`src/rtl/usb_packet_tx_pkg.sv`:
```
// Shared types and constants for the USB packet TX/RX paths.
//   pid_t     : 4-bit USB packet identifier
//   d_port_t  : one beat of a byte stream (data, valid, last)
//   CRC16_*   : CRC16 polynomial, init value and good-packet residual
//   is_data_pid / is_handshake_pid : PID classification helpers
package usb_packet_tx_pkg;

    typedef enum logic [3:0] {
        PID_RSVD  = 4'h0,
        PID_OUT   = 4'h1,
        PID_ACK   = 4'h2,
        PID_DATA0 = 4'h3,
        PID_PING  = 4'h4,
        PID_SOF   = 4'h5,
        PID_NYET  = 4'h6,
        PID_DATA2 = 4'h7,
        PID_SPLIT = 4'h8,
        PID_IN    = 4'h9,
        PID_NAK   = 4'hA,
        PID_DATA1 = 4'hB,
        PID_PRE   = 4'hC,
        PID_SETUP = 4'hD,
        PID_STALL = 4'hE,
        PID_MDATA = 4'hF
    } pid_t;

    typedef struct packed {
        logic [7:0] data;
        logic       valid;
        logic       last;
    } d_port_t;

    // Polynomial in conventional (x^15 = MSB) form; the hardware shifts
    // LSB first, so it uses the bit-reversed polynomial.
    localparam logic [15:0] CRC16_POLY      = 16'h8005;
    localparam logic [15:0] CRC16_POLY_REFL = 16'hA001;
    localparam logic [15:0] CRC16_INIT      = 16'hFFFF;
    localparam logic [15:0] CRC16_RESIDUAL  = 16'h800D;

    function automatic logic is_data_pid(input pid_t p);
        return (p == PID_DATA0) || (p == PID_DATA1) ||
               (p == PID_DATA2) || (p == PID_MDATA);
    endfunction

    function automatic logic is_handshake_pid(input pid_t p);
        return (p == PID_ACK) || (p == PID_NAK) ||
               (p == PID_STALL) || (p == PID_NYET);
    endfunction

endpackage

```
`src/rtl/usb_packet_tx_crc16.sv`:
```
// USB CRC16 engine, one byte per clock, bits processed LSB first.
//   clk_i    : clock
//   reset_i  : synchronous active-low reset (crc -> FFFF)
//   clear_i  : reload init value (wins over en_i)
//   en_i     : fold data_i into the CRC this cycle
//   data_i   : byte to fold in
//   crc_o    : current register; bit 0 holds the x^15 coefficient
module usb_crc16
    import usb_packet_tx_pkg::*;
(
    input  logic        clk_i,
    input  logic        reset_i,
    input  logic        clear_i,
    input  logic        en_i,
    input  logic [7:0]  data_i,
    output logic [15:0] crc_o
);

    logic [15:0] crc_q, crc_d;
    logic        fb;

    always_comb begin
        crc_d = crc_q;
        fb    = 1'b0;
        if (clear_i) begin
            crc_d = CRC16_INIT;
        end else if (en_i) begin
            for (int i = 0; i < 8; i++) begin
                fb    = crc_d[0] ^ data_i[i];
                crc_d = crc_d >> 1;
                if (fb) crc_d = crc_d ^ CRC16_POLY_REFL;
            end
        end
    end

    always_ff @(posedge clk_i) begin
        if (!reset_i) crc_q <= CRC16_INIT;
        else          crc_q <= crc_d;
    end

    assign crc_o = crc_q;

endmodule

```
`src/rtl/usb_packet_tx.sv`:
```
// Device-side USB packet transmitter: PID, payload and CRC16 bytes to the
// SIE, tx_valid held high across the packet, then an idle gap.
//   clk_i, reset_i            : clock, synchronous active-low reset
//   cmd_valid_i/cmd_ready_o   : packet request handshake (cmd_pid_i, cmd_zlp_i)
//   pl_data_i/pl_valid_i/pl_last_i/pl_ready_o : payload byte stream
//   tx_data_o/tx_valid_o/tx_ready_i           : SIE byte interface
//   busy_o                    : packet or inter-packet gap in progress
//   err_pid_o/err_underrun_o/err_overflow_o   : one-cycle error pulses
module usb_packet_tx
    import usb_packet_tx_pkg::*;
#(
    parameter int MAX_PAYLOAD = 64,
    parameter int IPG_CYCLES  = 16
) (
    input  logic       clk_i,
    input  logic       reset_i,
    input  logic       cmd_valid_i,
    output logic       cmd_ready_o,
    input  logic [3:0] cmd_pid_i,
    input  logic       cmd_zlp_i,
    input  logic [7:0] pl_data_i,
    input  logic       pl_valid_i,
    input  logic       pl_last_i,
    output logic       pl_ready_o,
    output logic [7:0] tx_data_o,
    output logic       tx_valid_o,
    input  logic       tx_ready_i,
    output logic       busy_o,
    output logic       err_pid_o,
    output logic       err_underrun_o,
    output logic       err_overflow_o
);

    localparam int CNT_W = $clog2(MAX_PAYLOAD + 1);
    localparam int GAP_W = (IPG_CYCLES > 1) ? $clog2(IPG_CYCLES) : 1;

    localparam logic [2:0] S_IDLE   = 3'd0;
    localparam logic [2:0] S_PID    = 3'd1;
    localparam logic [2:0] S_DATA   = 3'd2;
    localparam logic [2:0] S_CRC_LO = 3'd3;
    localparam logic [2:0] S_CRC_HI = 3'd4;
    localparam logic [2:0] S_GAP    = 3'd5;

    logic [2:0]       state_q, state_d;
    logic [7:0]       tx_data_q, tx_data_d;
    logic             tx_valid_q, tx_valid_d;
    logic [CNT_W-1:0] cnt_q, cnt_d;
    logic             last_q, last_d;     // pl_last of the byte on tx_data
    logic             hs_q, hs_d;         // handshake packet: PID only
    logic             zlp_q, zlp_d;
    logic [GAP_W-1:0] gap_q, gap_d;
    logic             err_pid_q, err_pid_d;
    logic             err_und_q, err_und_d;
    logic             err_ovf_q, err_ovf_d;

    logic        crc_clr, crc_en;
    logic [15:0] crc;
    pid_t        pid;
    d_port_t     pl;
    logic        want_byte, fetch;

    assign pid = pid_t'(cmd_pid_i);
    assign pl  = '{data: pl_data_i, valid: pl_valid_i, last: pl_last_i};

    // A new payload byte is needed when the SIE takes the PID of a non-ZLP
    // data packet, or takes a payload byte that is neither last nor at the
    // MAX_PAYLOAD limit.
    assign want_byte = (state_q == S_PID && !hs_q && !zlp_q) ||
                       (state_q == S_DATA && !last_q &&
                        cnt_q != CNT_W'(MAX_PAYLOAD));
    assign fetch     = tx_ready_i && want_byte;

    usb_crc16 u_crc (
        .clk_i   (clk_i),
        .reset_i (reset_i),
        .clear_i (crc_clr),
        .en_i    (crc_en),
        .data_i  (pl.data),
        .crc_o   (crc)
    );

    always_comb begin
        state_d    = state_q;
        tx_data_d  = tx_data_q;
        tx_valid_d = tx_valid_q;
        cnt_d      = cnt_q;
        last_d     = last_q;
        hs_d       = hs_q;
        zlp_d      = zlp_q;
        gap_d      = gap_q;
        err_pid_d  = 1'b0;
        err_und_d  = 1'b0;
        err_ovf_d  = 1'b0;
        crc_clr    = 1'b0;
        crc_en     = 1'b0;

        case (state_q)
            S_IDLE: begin
                if (cmd_valid_i) begin
                    if (is_data_pid(pid) || is_handshake_pid(pid)) begin
                        state_d    = S_PID;
                        tx_valid_d = 1'b1;
                        tx_data_d  = {~cmd_pid_i, cmd_pid_i};
                        crc_clr    = 1'b1;
                        cnt_d      = '0;
                        last_d     = 1'b0;
                        hs_d       = is_handshake_pid(pid);
                        zlp_d      = is_data_pid(pid) && cmd_zlp_i;
                    end else begin
                        err_pid_d = 1'b1;
                    end
                end
            end
            S_PID: begin
                if (tx_ready_i && hs_q) begin
                    tx_valid_d = 1'b0;
                    gap_d      = '0;
                    state_d    = S_GAP;
                end else if (tx_ready_i && zlp_q) begin
                    // CRC is still FFFF, so 00 00 goes out.
                    tx_data_d = ~crc[7:0];
                    state_d   = S_CRC_LO;
                end
            end
            S_DATA: begin
                if (tx_ready_i && !want_byte) begin
                    // Limit reached without pl_last: close the packet anyway.
                    err_ovf_d = !last_q;
                    tx_data_d = ~crc[7:0];
                    state_d   = S_CRC_LO;
                end
            end
            S_CRC_LO: begin
                if (tx_ready_i) begin
                    tx_data_d = ~crc[15:8];
                    state_d   = S_CRC_HI;
                end
            end
            S_CRC_HI: begin
                if (tx_ready_i) begin
                    tx_valid_d = 1'b0;
                    gap_d      = '0;
                    state_d    = S_GAP;
                end
            end
            S_GAP: begin
                if (gap_q == GAP_W'(IPG_CYCLES - 1)) begin
                    gap_d   = '0;
                    state_d = S_IDLE;
                end else begin
                    gap_d = gap_q + 1'b1;
                end
            end
            default: begin
                tx_valid_d = 1'b0;
                state_d    = S_IDLE;
            end
        endcase

        // Payload fetch shared by PID and DATA.  A missing byte aborts the
        // packet; the SIE's EOP then leaves it with a bad CRC at the host.
        if (fetch) begin
            if (pl.valid) begin
                tx_data_d = pl.data;
                crc_en    = 1'b1;
                cnt_d     = cnt_q + 1'b1;
                last_d    = pl.last;
                state_d   = S_DATA;
            end else begin
                tx_valid_d = 1'b0;
                err_und_d  = 1'b1;
                gap_d      = '0;
                state_d    = S_GAP;
            end
        end
    end

    always_ff @(posedge clk_i) begin
        if (!reset_i) begin
            state_q    <= S_IDLE;
            tx_data_q  <= '0;
            tx_valid_q <= 1'b0;
            cnt_q      <= '0;
            last_q     <= 1'b0;
            hs_q       <= 1'b0;
            zlp_q      <= 1'b0;
            gap_q      <= '0;
            err_pid_q  <= 1'b0;
            err_und_q  <= 1'b0;
            err_ovf_q  <= 1'b0;
        end else begin
            state_q    <= state_d;
            tx_data_q  <= tx_data_d;
            tx_valid_q <= tx_valid_d;
            cnt_q      <= cnt_d;
            last_q     <= last_d;
            hs_q       <= hs_d;
            zlp_q      <= zlp_d;
            gap_q      <= gap_d;
            err_pid_q  <= err_pid_d;
            err_und_q  <= err_und_d;
            err_ovf_q  <= err_ovf_d;
        end
    end

    assign cmd_ready_o    = (state_q == S_IDLE);
    assign busy_o         = (state_q != S_IDLE);
    assign pl_ready_o     = fetch && pl.valid;
    assign tx_data_o      = tx_data_q;
    assign tx_valid_o     = tx_valid_q;
    assign err_pid_o      = err_pid_q;
    assign err_underrun_o = err_und_q;
    assign err_overflow_o = err_ovf_q;

endmodule

```
`config.mk`:
```
export PLATFORM = sky130hd
export DESIGN_NAME = usb_packet_tx
export DESIGN_NICKNAME = d
export VERILOG_FILES = /design/src/rtl/usb_packet_tx_pkg.sv /design/src/rtl/usb_packet_tx_crc16.sv /design/src/rtl/usb_packet_tx.sv
export SDC_FILE = /design/constraint.sdc
export NUM_CORES = 1
export LEC_CHECK = 0
export BUFFER_PORTS_ARGS = -buffer_cell sky130_fd_sc_hd__buf_2
export CORE_MARGIN = 2
export CORE_UTILIZATION = 55
export DETAILED_ROUTE_END_ITERATION = 8
export PLACE_DENSITY = 0.84
export REMOVE_ABC_BUFFERS = 1
export SYNTH_ARGS = -nofsm -noshare
export SYNTH_HDL_FRONTEND = slang
export SYNTH_HIERARCHICAL = 1
export SYNTH_SLANG_ARGS = --single-unit
```
`constraint.sdc`:
```
create_clock -name clk_i -period 5.35 [get_ports clk_i]
set_input_delay 0.535 -clock clk_i [delete_from_list [all_inputs] [get_ports clk_i]]
set_output_delay 0.535 -clock clk_i [all_outputs]
set_load 0.01 [all_outputs]
```
==> results.sh, run 1 <==
export IMPL_outcome="completed"
export IMPL_path_cells="or3b_4, a211oi_4, o211ai_4, inv_2, buf_2"
export IMPL_diodes=0
export IMPL_criticalPathCategory="flop to output pin"
export IMPL_place_hpwl_mm=4.597
export IMPL_io_pins=34
export IMPL_syn_inst=331
export IMPL_min_period_over_period=0.6432
export IMPL_place_ws_ns=2.267
export IMPL_switchingPower_w=0.0005036
export IMPL_path_clk_slew_ns=0.08
export IMPL_vias=2509
export IMPL_cp_end_kind="output pin"
export IMPL_dr_wl_met2_mm=2.956
export IMPL_wl_per_cell_um=15.54
export IMPL_netlist_top_cells_area="dfxtp_1 34%, nand2_1 6.0%, a21oi_1 5.2%"
export IMPL_synth_top_cell_by_area="dfxtp_1"
export IMPL_max_stage_delay_ns=0.72
export IMPL_fmax_mhz=290.6
export IMPL_first_iter_violations=275
export IMPL_pwr_share_seq=0.393
export IMPL_clock_power_share=0.191
export IMPL_drive_gt1_frac=0.1705
export IMPL_routed_top_layer="met4"
export IMPL_yosysWarnings=6
export IMPL_die_h_um=73.82
export IMPL_switching_share=0.4126
export IMPL_ir_drop_v=0.0002579
export IMPL_skew_ns=0.006868
export IMPL_synth_commonest_cells="45 x dfxtp_1, 43 x nand2_1, 28 x a21oi_1"
export IMPL_maxSlewHeadroom=0.4229
export IMPL_num_rows=25
export IMPL_setup_viol=0
export IMPL_htree_levels=2
export IMPL_setup_slack_ns=1.909
export IMPL_ant_nets=0
export IMPL_cp_arrival_ns=2.91
export IMPL_syn2layout_area_growth_pct=8.679
export IMPL_setup_tns_final_ns=0
export IMPL_start_util=0.5677
export IMPL_required_ns=4.82
export IMPL_dieArea_um2=5449
export IMPL_wl_met1_mm=2.981
export IMPL_wl_met3_um=442
export IMPL_firstDrtPassIters=5
export IMPL_slew_viol_final=0
export IMPL_maxCapViolCount=0
export IMPL_synth_most_common_cell="dfxtp_1"
export IMPL_wirelength_mm=6.511
export IMPL_netlist_area_um2=2681
export IMPL_antenna_found_initial=0
export IMPL_routed_via_density=5.988
export IMPL_nets=373
export IMPL_first_global_vias=2268
export IMPL_grtUsageTotal=0.2546
export IMPL_async_reset_ff_frac=0
export IMPL_hold_ws_ns=0.4573
export IMPL_hold_buffers=0
export IMPL_p_leak_nw=1.116
export IMPL_post_cts_buffers=0
export IMPL_power_share_combinational=0.416
export IMPL_critPathSlowestCell="dfxtp_1"
export IMPL_finalCriticalPeriod_ns=3.441
export IMPL_overflow=0
export IMPL_synthDistinctLibCells=67
export IMPL_numPortBuffers=33
export IMPL_cts_sinks=45
export IMPL_cts_root_buf="clkbuf_8"
export IMPL_hold_violations=0
export IMPL_min_delay_path_class="input port to flop"
export IMPL_synthFlopType="dfxtp_1"
export IMPL_critPathLaunchType="flop"
export IMPL_intPower_w=0.0007169
export IMPL_power_density_nw_per_um2=418.8
export IMPL_synth_edff_count=0
export IMPL_worst_pin_slew_ns=0.8644
export IMPL_core_um2=4723
export IMPL_synthDominantCellAreaShare=0.3360
export IMPL_cts_tree="built"
export IMPL_clock_latency_ns=0.30
export IMPL_cts_buffer_depth=2
export IMPL_cts_buffers_inserted=5
export IMPL_fin_util=0.6170
export IMPL_seq_area_frac_synth=0.3360
export IMPL_place_congestion=0.9434
export IMPL_drc_errors=0
export IMPL_grt_pass1_wl_mm=10.67
export IMPL_synth_seq_cells=45
export IMPL_die_w_um=73.82
export IMPL_rsz0062_at_grt="no"
export IMPL_cts_resized=0
export IMPL_syn_area_per_cell_um2=8.101
export IMPL_grt_max_degree=46
export IMPL_crit_fanout=45
worst max-delay path: cells and delay by family, from the launching register on:
kind	cells	cell delay, ns
flops	1	0.72
compound gates	2	0.50
simple gates	1	0.49
buf+inv	2	0.86
final cells by class:
| class | count | area [um^2] |
|---|---|---|
| fill | 420 | 1809 |
| timing repair buffer | 33 | 165.2 |
| multi-input combinational | 256 | 1625 |
| tap | 67 | 83.83 |
| clock inverter | 1 | 5.005 |
| clock buffer | 7 | 96.34 |
| inverter | 10 | 37.54 |
| sequential | 45 | 900.9 |
flip-flops by register name (all words and copies together) (netlist names):
signal,cells
gap_q,4
err_underrun_o,1
tx_data_o,8
tx_valid_o,1
last_q,1
zlp_q,1
err_pid_o,1
u_crc/crc_o,16
state_q,3
err_overflow_o,1
hs_q,1
cnt_q,7
per-stage QoR:
stage,area [um^2],power [W],instances
3_5_place_dp,2813,0.0009795,411
3_3_place_gp,2813,0.0009689,411
6_report,2914,0.001220,419
5_1_grt,2914,0.001296,419
4_1_cts,2914,0.001214,419
2_1_floorplan,2564,0.0008315,311
cells in the final DEF (no fill, tap or decap), types with 2 or more instances in the layout:
cell type,instances
a31oi_1,6
a21oi_1,28
a221oi_2,2
o211ai_1,2
o21ai_0,26
or3b_4,2
o31ai_1,4
nor2b_1,3
nand3b_1,3
mux2i_1,9
inv_1,7
and3_1,5
a211oi_1,3
dfxtp_1,45
o221ai_1,6
nor2_1,24
nand2b_1,2
nand2_1,43
buf_2,33
nor3_1,9
nand4_1,2
xor2_1,3
xnor2_1,16
clkbuf_8,7
ha_1,3
o21ai_1,5
nand3_1,14
inv_2,3
routing by layer:
metal / vias to the layer above / global-route usage
met2: 110 / 0.3978
met5: - / 0
li1: 1236 / -
met1: 1151 / 0.3488
met3: 12 / 0.04664
met4: 0 / 0.09495
path summary, 6_finish.rpt:
kind	slack, ns	depth (start not counted)	startpoint	end
worst min-delay path	0.46	2	cmd_pid_i[1]	err_pid_o$_SDFF_PN0_
worst min register to register	0.50	2	tx_data_o[5]$_SDFF_PN0_	tx_data_o[5]$_SDFF_PN0_
worst max register to register	2.34	7	state_q[1]$_SDFFE_PN0P_	cnt_q[6]$_SDFF_PN0_
worst max-delay path	1.91	5	state_q[1]$_SDFFE_PN0P_	pl_ready_o
kinds of logic after synthesis:
| kind of cell | after synthesis | share of synthesized area |
|---|---|---|
| and+or+nand+nor | 118 | 0.2179 |
| DFF | 45 | 0.3360 |
| adders and majority gates | 3 | 0.01400 |
| xor gates and xnor gates | 20 | 0.07139 |
| buffers and inverters | 30 | 0.05786 |
| AOI/OAI and AO/OA | 104 | 0.2609 |
| muxes | 11 | 0.04200 |
power groups by stage:
stage | clock network [W] | logic [W] | registers [W]
2_1_floorplan | 0 | 0.000359 | 0.000473
5_1_grt | 0.000247 | 0.000561 | 0.000488
4_1_cts | 0.000237 | 0.000501 | 0.000475
3_3_place_gp | 0 | 0.000491 | 0.000478
3_5_place_dp | 0 | 0.000496 | 0.000483
6_report | 0.000233 | 0.000508 | 0.000479
(Power assumes the default switching activity.)
==> run 2, diff against run 1 <==
CORE_UTILIZATION = 52   (was 55)
clock period = 3 ns   (was 5.35 ns; I/O delays follow)
==> run 2 against run 1 <==
Via count grew 3.6%. Register-to-register slack lost 2.0 ns. Critical path depth is the same. Design area grew 1.7%. Wire length grew 5.1%. Largest power group unchanged. Worst setup slack lost 1.6 ns. Flip-flop and latch count is the same. Total power grew 82%. Sequential share of layout area shrank 0.51 points. Clock power grew 82%.
==> results.sh, run 2 (same netlist as run 1, synthesis figures left out) <==
export IMPL_outcome="completed"
export IMPL_antenna_found_initial=0
export IMPL_endpoint="pl_ready_o"
export IMPL_required_ns=2.70
export IMPL_crit_fanout=31
export IMPL_syn2layout_area_growth_pct=10.50
export IMPL_diodes=0
export IMPL_min_delay_path_class="input port to flop"
export IMPL_skew_ns=0.01026
export IMPL_cts_sinks=45
export IMPL_wirelength_mm=6.844
export IMPL_worstReg2RegStart="cnt_q[0]$_SDFF_PN0_"
export IMPL_hold_buffers=0
export IMPL_fmax_mhz=372.3
export IMPL_start_util=0.5318
export IMPL_intPower_w=0.001305
export IMPL_core_um2=5042
export IMPL_vias=2600
export IMPL_die_w_um=75.81
export IMPL_maxSlewHeadroom=0.6170
export IMPL_worst_pin_slew_ns=0.5702
export IMPL_routed_top_layer="met4"
export IMPL_first_iter_violations=233
export IMPL_firstDrtPassIters=5
export IMPL_routed_via_density=6.075
export IMPL_grtUsageTotal=0.2543
export IMPL_r2r_slack_ns=0.37
export IMPL_pwr_share_seq=0.360
export IMPL_cts_buffers_inserted=5
export IMPL_cp_arrival_ns=2.39
export IMPL_setup_viol=0
export IMPL_place_hpwl_mm=4.956
export IMPL_wl_met1_mm=3.026
export IMPL_path_buf_inv=2
export IMPL_cp_top_family="buffers and inverters"
export IMPL_switchingPower_w=0.0009200
export IMPL_path_clk_slew_ns=0.08
export IMPL_maxCapViolCount=0
export IMPL_cts_buffer_depth=2
export IMPL_place_ws_ns=0.3888
export IMPL_grt_max_degree=32
export IMPL_nets=379
export IMPL_cts_root_buf="clkbuf_8"
export IMPL_cp_depth=5
export IMPL_htree_levels=2
export IMPL_wl_per_cell_um=15.99
export IMPL_r2r_end="cnt_q[3]$_SDFF_PN0_"
export IMPL_cts_resized=0
export IMPL_hold_violations=0
export IMPL_r2r_cells=10
export IMPL_dieArea_um2=5746
export IMPL_clock_latency_ns=0.31
export IMPL_clock_power_share=0.190
export IMPL_num_rows=26
export IMPL_overflow=0
export IMPL_switching_share=0.4135
export IMPL_grt_pass1_wl_mm=11.15
export IMPL_setup_tns_final_ns=0
export IMPL_post_cts_buffers=0
export IMPL_criticalPathCategory="flop to output pin"
export IMPL_fin_cells=428
export IMPL_numPortBuffers=33
export IMPL_place_congestion=0.9300
export IMPL_slew_viol_final=0
export IMPL_critPathSlowestCell="or3b_4"
export IMPL_cts_tree="built"
export IMPL_dr_wl_met2_mm=3.100
export IMPL_power_share_combinational=0.450
export IMPL_finalCriticalPeriod_ns=2.686
export IMPL_hp_start="cmd_pid_i[1]"
export IMPL_rsz0062_at_grt="no"
export IMPL_min_period_over_period=0.8953
export IMPL_largest_reg_flops=16
export IMPL_wl_met3_um=607
export IMPL_cp_end_kind="output pin"
export IMPL_drc_errors=0
export IMPL_final_common_cell="dfxtp_1"
export IMPL_setup_slack_ns=0.3140
export IMPL_critPathLaunchType="flop"
export IMPL_die_h_um=75.81
export IMPL_ir_drop_v=0.0004325
export IMPL_placed_cells=420
export IMPL_crit_start="state_q[1]$_SDFFE_PN0P_"
export IMPL_max_stage_delay_ns=0.45
export IMPL_first_global_vias=2352
export IMPL_path_cells="or3b_4, a211oi_4, o211ai_4, inv_2, buf_2"
export IMPL_ant_nets=0
export IMPL_p_leak_nw=1.147
export IMPL_power_density_nw_per_um2=750.9
export IMPL_drive_gt1_frac=0.1844
export IMPL_mostFrequentLayoutCells="45 x dfxtp_1, 43 x nand2_1, 33 x buf_2"
export IMPL_io_pins=34
## run 2: cell type report
cell class	count	area, um^2
inverter	10	37.54
sequential	45	900.9
tap	70	87.58
multi-input combinational	256	1625
clock inverter	1	5.005
fill	469	2079
timing repair buffer	39	210.2
clock buffer	7	96.34
## run 2: metrics by stage
| stage | instance area [um^2] | hold WS [ns] | util | power, W |
|---|---|---|---|---|
| 6_report | 2963 | 0.2128 | 0.5876 | 0.002225 |
| 5_1_grt | 2963 | 0.2231 | 0.5876 | 0.002365 |
| 4_1_cts | 2963 | 0.2138 | 0.5876 | 0.002215 |
| 3_5_place_dp | 2861 | 0.4821 | 0.5675 | 0.001795 |
| 3_3_place_gp | 2861 | 0.4699 | 0.5675 | 0.001771 |
| 2_1_floorplan | 2564 | 0.3766 | - | 0.001483 |
## run 2: worst reg2reg max path, cell delays in order (launching register included)
cell	delay, ns
dfxtp_1	0.36
inv_1	0.08
ha_1	0.15
nor4b_4	0.32
a211oi_4	0.13
o211ai_4	0.42
inv_2	0.34
buf_4	0.28
nor2_2	0.17
a21oi_1	0.07
a211oi_1	0.23
## run 2: per-layer routing
| metal | vias up | track usage |
|---|---|---|
| li1 | 1252 | - |
| met1 | 1196 | 0.3379 |
| met2 | 139 | 0.4157 |
| met3 | 13 | 0.04894 |
| met4 | 0 | 0.08187 |
| met5 | - | 0 |
## run 2: how the worst min path moves through the flow
stage                                   end  cells past startpoint
floorplan              err_pid_o$_SDFF_PN0_                      1
global placement        gap_q[3]$_SDFF_PN0_                      1
detailed placement  tx_data_o[5]$_SDFF_PN0_                      2
CTS                    err_pid_o$_SDFF_PN0_                      2
global route           err_pid_o$_SDFF_PN0_                      2
finish                 err_pid_o$_SDFF_PN0_                      2
## run 2: power groups by stage
| stage | combinational (W) | sequential, W | clock (W) |
|---|---|---|---|
| after floorplan | 0.000640 | 0.000843 | 0 |
| after global placement | 0.000965 | 0.000806 | 0 |
| after detailed placement | 0.000984 | 0.000811 | 0 |
| after CTS | 0.000990 | 0.000797 | 0.000428 |
| after global routing | 0.00111 | 0.000814 | 0.000442 |
| final | 0.00100 | 0.000801 | 0.000423 |
==> run 3, diff against run 2 <==
PLACE_DENSITY = default   (was 0.84)
PLACE_DENSITY_LB_ADDON = 0.25   (was default)
==> run 3 against run 2 <==
Total power is 0.16% higher. Flip-flop and latch count is the same. Combinational power about the same. Fmax fell by 5.0%. Worst setup slack got worse by 0.14 ns. Clock skew is 0.00061 ns higher. Highest routed layer unchanged. Worst hold slack lost 0.0053 ns. Clock power down 2%. Critical path depth rose by 1. Die area did not move. Non-clock buffer count unchanged.
==> results.sh, run 3 (same netlist as run 1, synthesis figures left out) <==
export IMPL_wirelength_mm=7.002
export IMPL_maxSlewHeadroom=0.6505
export IMPL_r2r_slack_ns=0.39
export IMPL_place_congestion=0.8914
export IMPL_hold_violations=0
export IMPL_numPortBuffers=33
export IMPL_start_util=0.5318
export IMPL_pwr_share_seq=0.370
export IMPL_fin_area_um2=2963
export IMPL_antenna_found_initial=0
export IMPL_cts_buffers_inserted=5
export IMPL_intPower_w=0.001305
export IMPL_worstReg2RegStart="state_q[0]$_SDFFE_PN0P_"
export IMPL_path_clk_slew_ns=0.09
export IMPL_cts_tree="built"
export IMPL_cts_sinks=45
export IMPL_ir_drop_v=0.0003870
export IMPL_grt_pass1_wl_mm=11.36
export IMPL_die_w_um=75.81
export IMPL_drc_errors=0
export IMPL_htree_levels=2
export IMPL_core_um2=5042
export IMPL_cts_root_buf="clkbuf_8"
export IMPL_crit_fanout=16
export IMPL_crit_start="state_q[0]$_SDFFE_PN0P_"
export IMPL_ant_nets=0
export IMPL_num_rows=26
export IMPL_min_delay_path_class="input port to flop"
export IMPL_dpl_cell_area_um2=2861
export IMPL_cp_end_kind="output pin"
export IMPL_hold_ws_ns=0.2074
export IMPL_switchingPower_w=0.0009233
export IMPL_rsz0062_at_grt="no"
export IMPL_hold_buffers=0
export IMPL_firstDrtPassIters=4
export IMPL_final_common_cell="dfxtp_1"
export IMPL_setup_tns_final_ns=0
export IMPL_power_density_nw_per_um2=752.2
export IMPL_finalCriticalPeriod_ns=2.827
export IMPL_power_share_combinational=0.444
export IMPL_cts_resized=0
export IMPL_setup_viol=0
export IMPL_grtUsageTotal=0.2619
export IMPL_p_leak_nw=1.147
export IMPL_mostFrequentLayoutCells="45 x dfxtp_1, 43 x nand2_1, 33 x buf_2"
export IMPL_post_cts_buffers=0
export IMPL_vias=2555
export IMPL_syn2layout_area_growth_pct=10.50
export IMPL_required_ns=2.70
export IMPL_die_h_um=75.81
export IMPL_grt_max_degree=21
export IMPL_fmax_mhz=353.7
export IMPL_min_period_over_period=0.9424
export IMPL_diodes=0
export IMPL_wl_per_cell_um=16.36
export IMPL_skew_ns=0.01087
export IMPL_drive_gt1_frac=0.1844
export IMPL_outcome="completed"
export IMPL_dieArea_um2=5746
export IMPL_overflow=0
export IMPL_clock_latency_ns=0.30
export IMPL_clock_power_share=0.186
export IMPL_cts_buffer_depth=2
export IMPL_fin_cells=428
export IMPL_nets=379
export IMPL_first_global_vias=2349
export IMPL_place_hpwl_mm=5.046
export IMPL_p_total_w=0.002229
export IMPL_fill_cells=473
export IMPL_routed_via_density=5.970
export IMPL_hp_start="cmd_pid_i[1]"
export IMPL_critPathLaunchType="flop"
export IMPL_io_pins=34
export IMPL_first_iter_violations=235
export IMPL_switching_share=0.4143
export IMPL_slew_viol_final=0
export IMPL_maxCapViolCount=0
export IMPL_criticalPathCategory="flop to output pin"
export IMPL_largest_reg_flops=16
export IMPL_cp_arrival_ns=2.53
export IMPL_worst_pin_slew_ns=0.5237
export IMPL_placed_cells=420
run 3: worst paths after layout:
| kind | end | depth (start not counted) |
|---|---|---|
| worst max register to register | u_crc/crc_o[2]$_SDFFE_PP1P_ | 7 |
| worst min-delay path | err_pid_o$_SDFF_PN0_ | 2 |
| worst max-delay path | pl_ready_o | 6 |
| worst min register to register | tx_data_o[5]$_SDFF_PN0_ | 2 |
run 3: final cells by class:
cell class	instances	area [um^2]	area share
Multi-Input combinational cell	256	1625	0.5486
Sequential cell	45	900.9	0.3041
Clock inverter	1	5.005	0.001689
Tap cell	70	87.58	0.02956
Clock buffer	7	96.34	0.03252
Inverter	10	37.54	0.01267
Timing Repair Buffer	39	210.2	0.07095
run 3: critical path, stage by stage, from the launching register on:
cell and delay [ns]:
dfxtp_1 0.58, or3b_4 0.46, nor3_2 0.27, o211ai_4 0.24
inv_2 0.30, buf_4 0.23, buf_2 0.15
run 3: routing by layer:
metal	GRT usage	part of all wire	up-vias
li1	-	-	1247
met1	0.3576	0.46	1197
met2	0.4061	0.45	100
met3	0.06217	0.077	11
met4	0.08967	0.011	0
met5	0	0	-
run 3: power by group through the flow:
stage / registers [W] / logic [W] / clock network [W]
3_3_place_gp: 0.000830 / 0.000967 / 0
5_1_grt: 0.000840 / 0.00108 / 0.000446
2_1_floorplan: 0.000843 / 0.000640 / 0
4_1_cts: 0.000819 / 0.000979 / 0.000427
3_5_place_dp: 0.000834 / 0.000973 / 0
6_report: 0.000825 / 0.000990 / 0.000414
run 3: metrics by stage:
| stage | util | setup WS (ns) |
|---|---|---|
| final | 0.5876 | 0.1729 |
| after global routing | 0.5876 | 0.05445 |
| after CTS | 0.5876 | 0.1849 |
| after detailed placement | 0.5675 | 0.4939 |
| after global placement | 0.5675 | 0.5232 |
| after floorplan | - | 0.4459 |
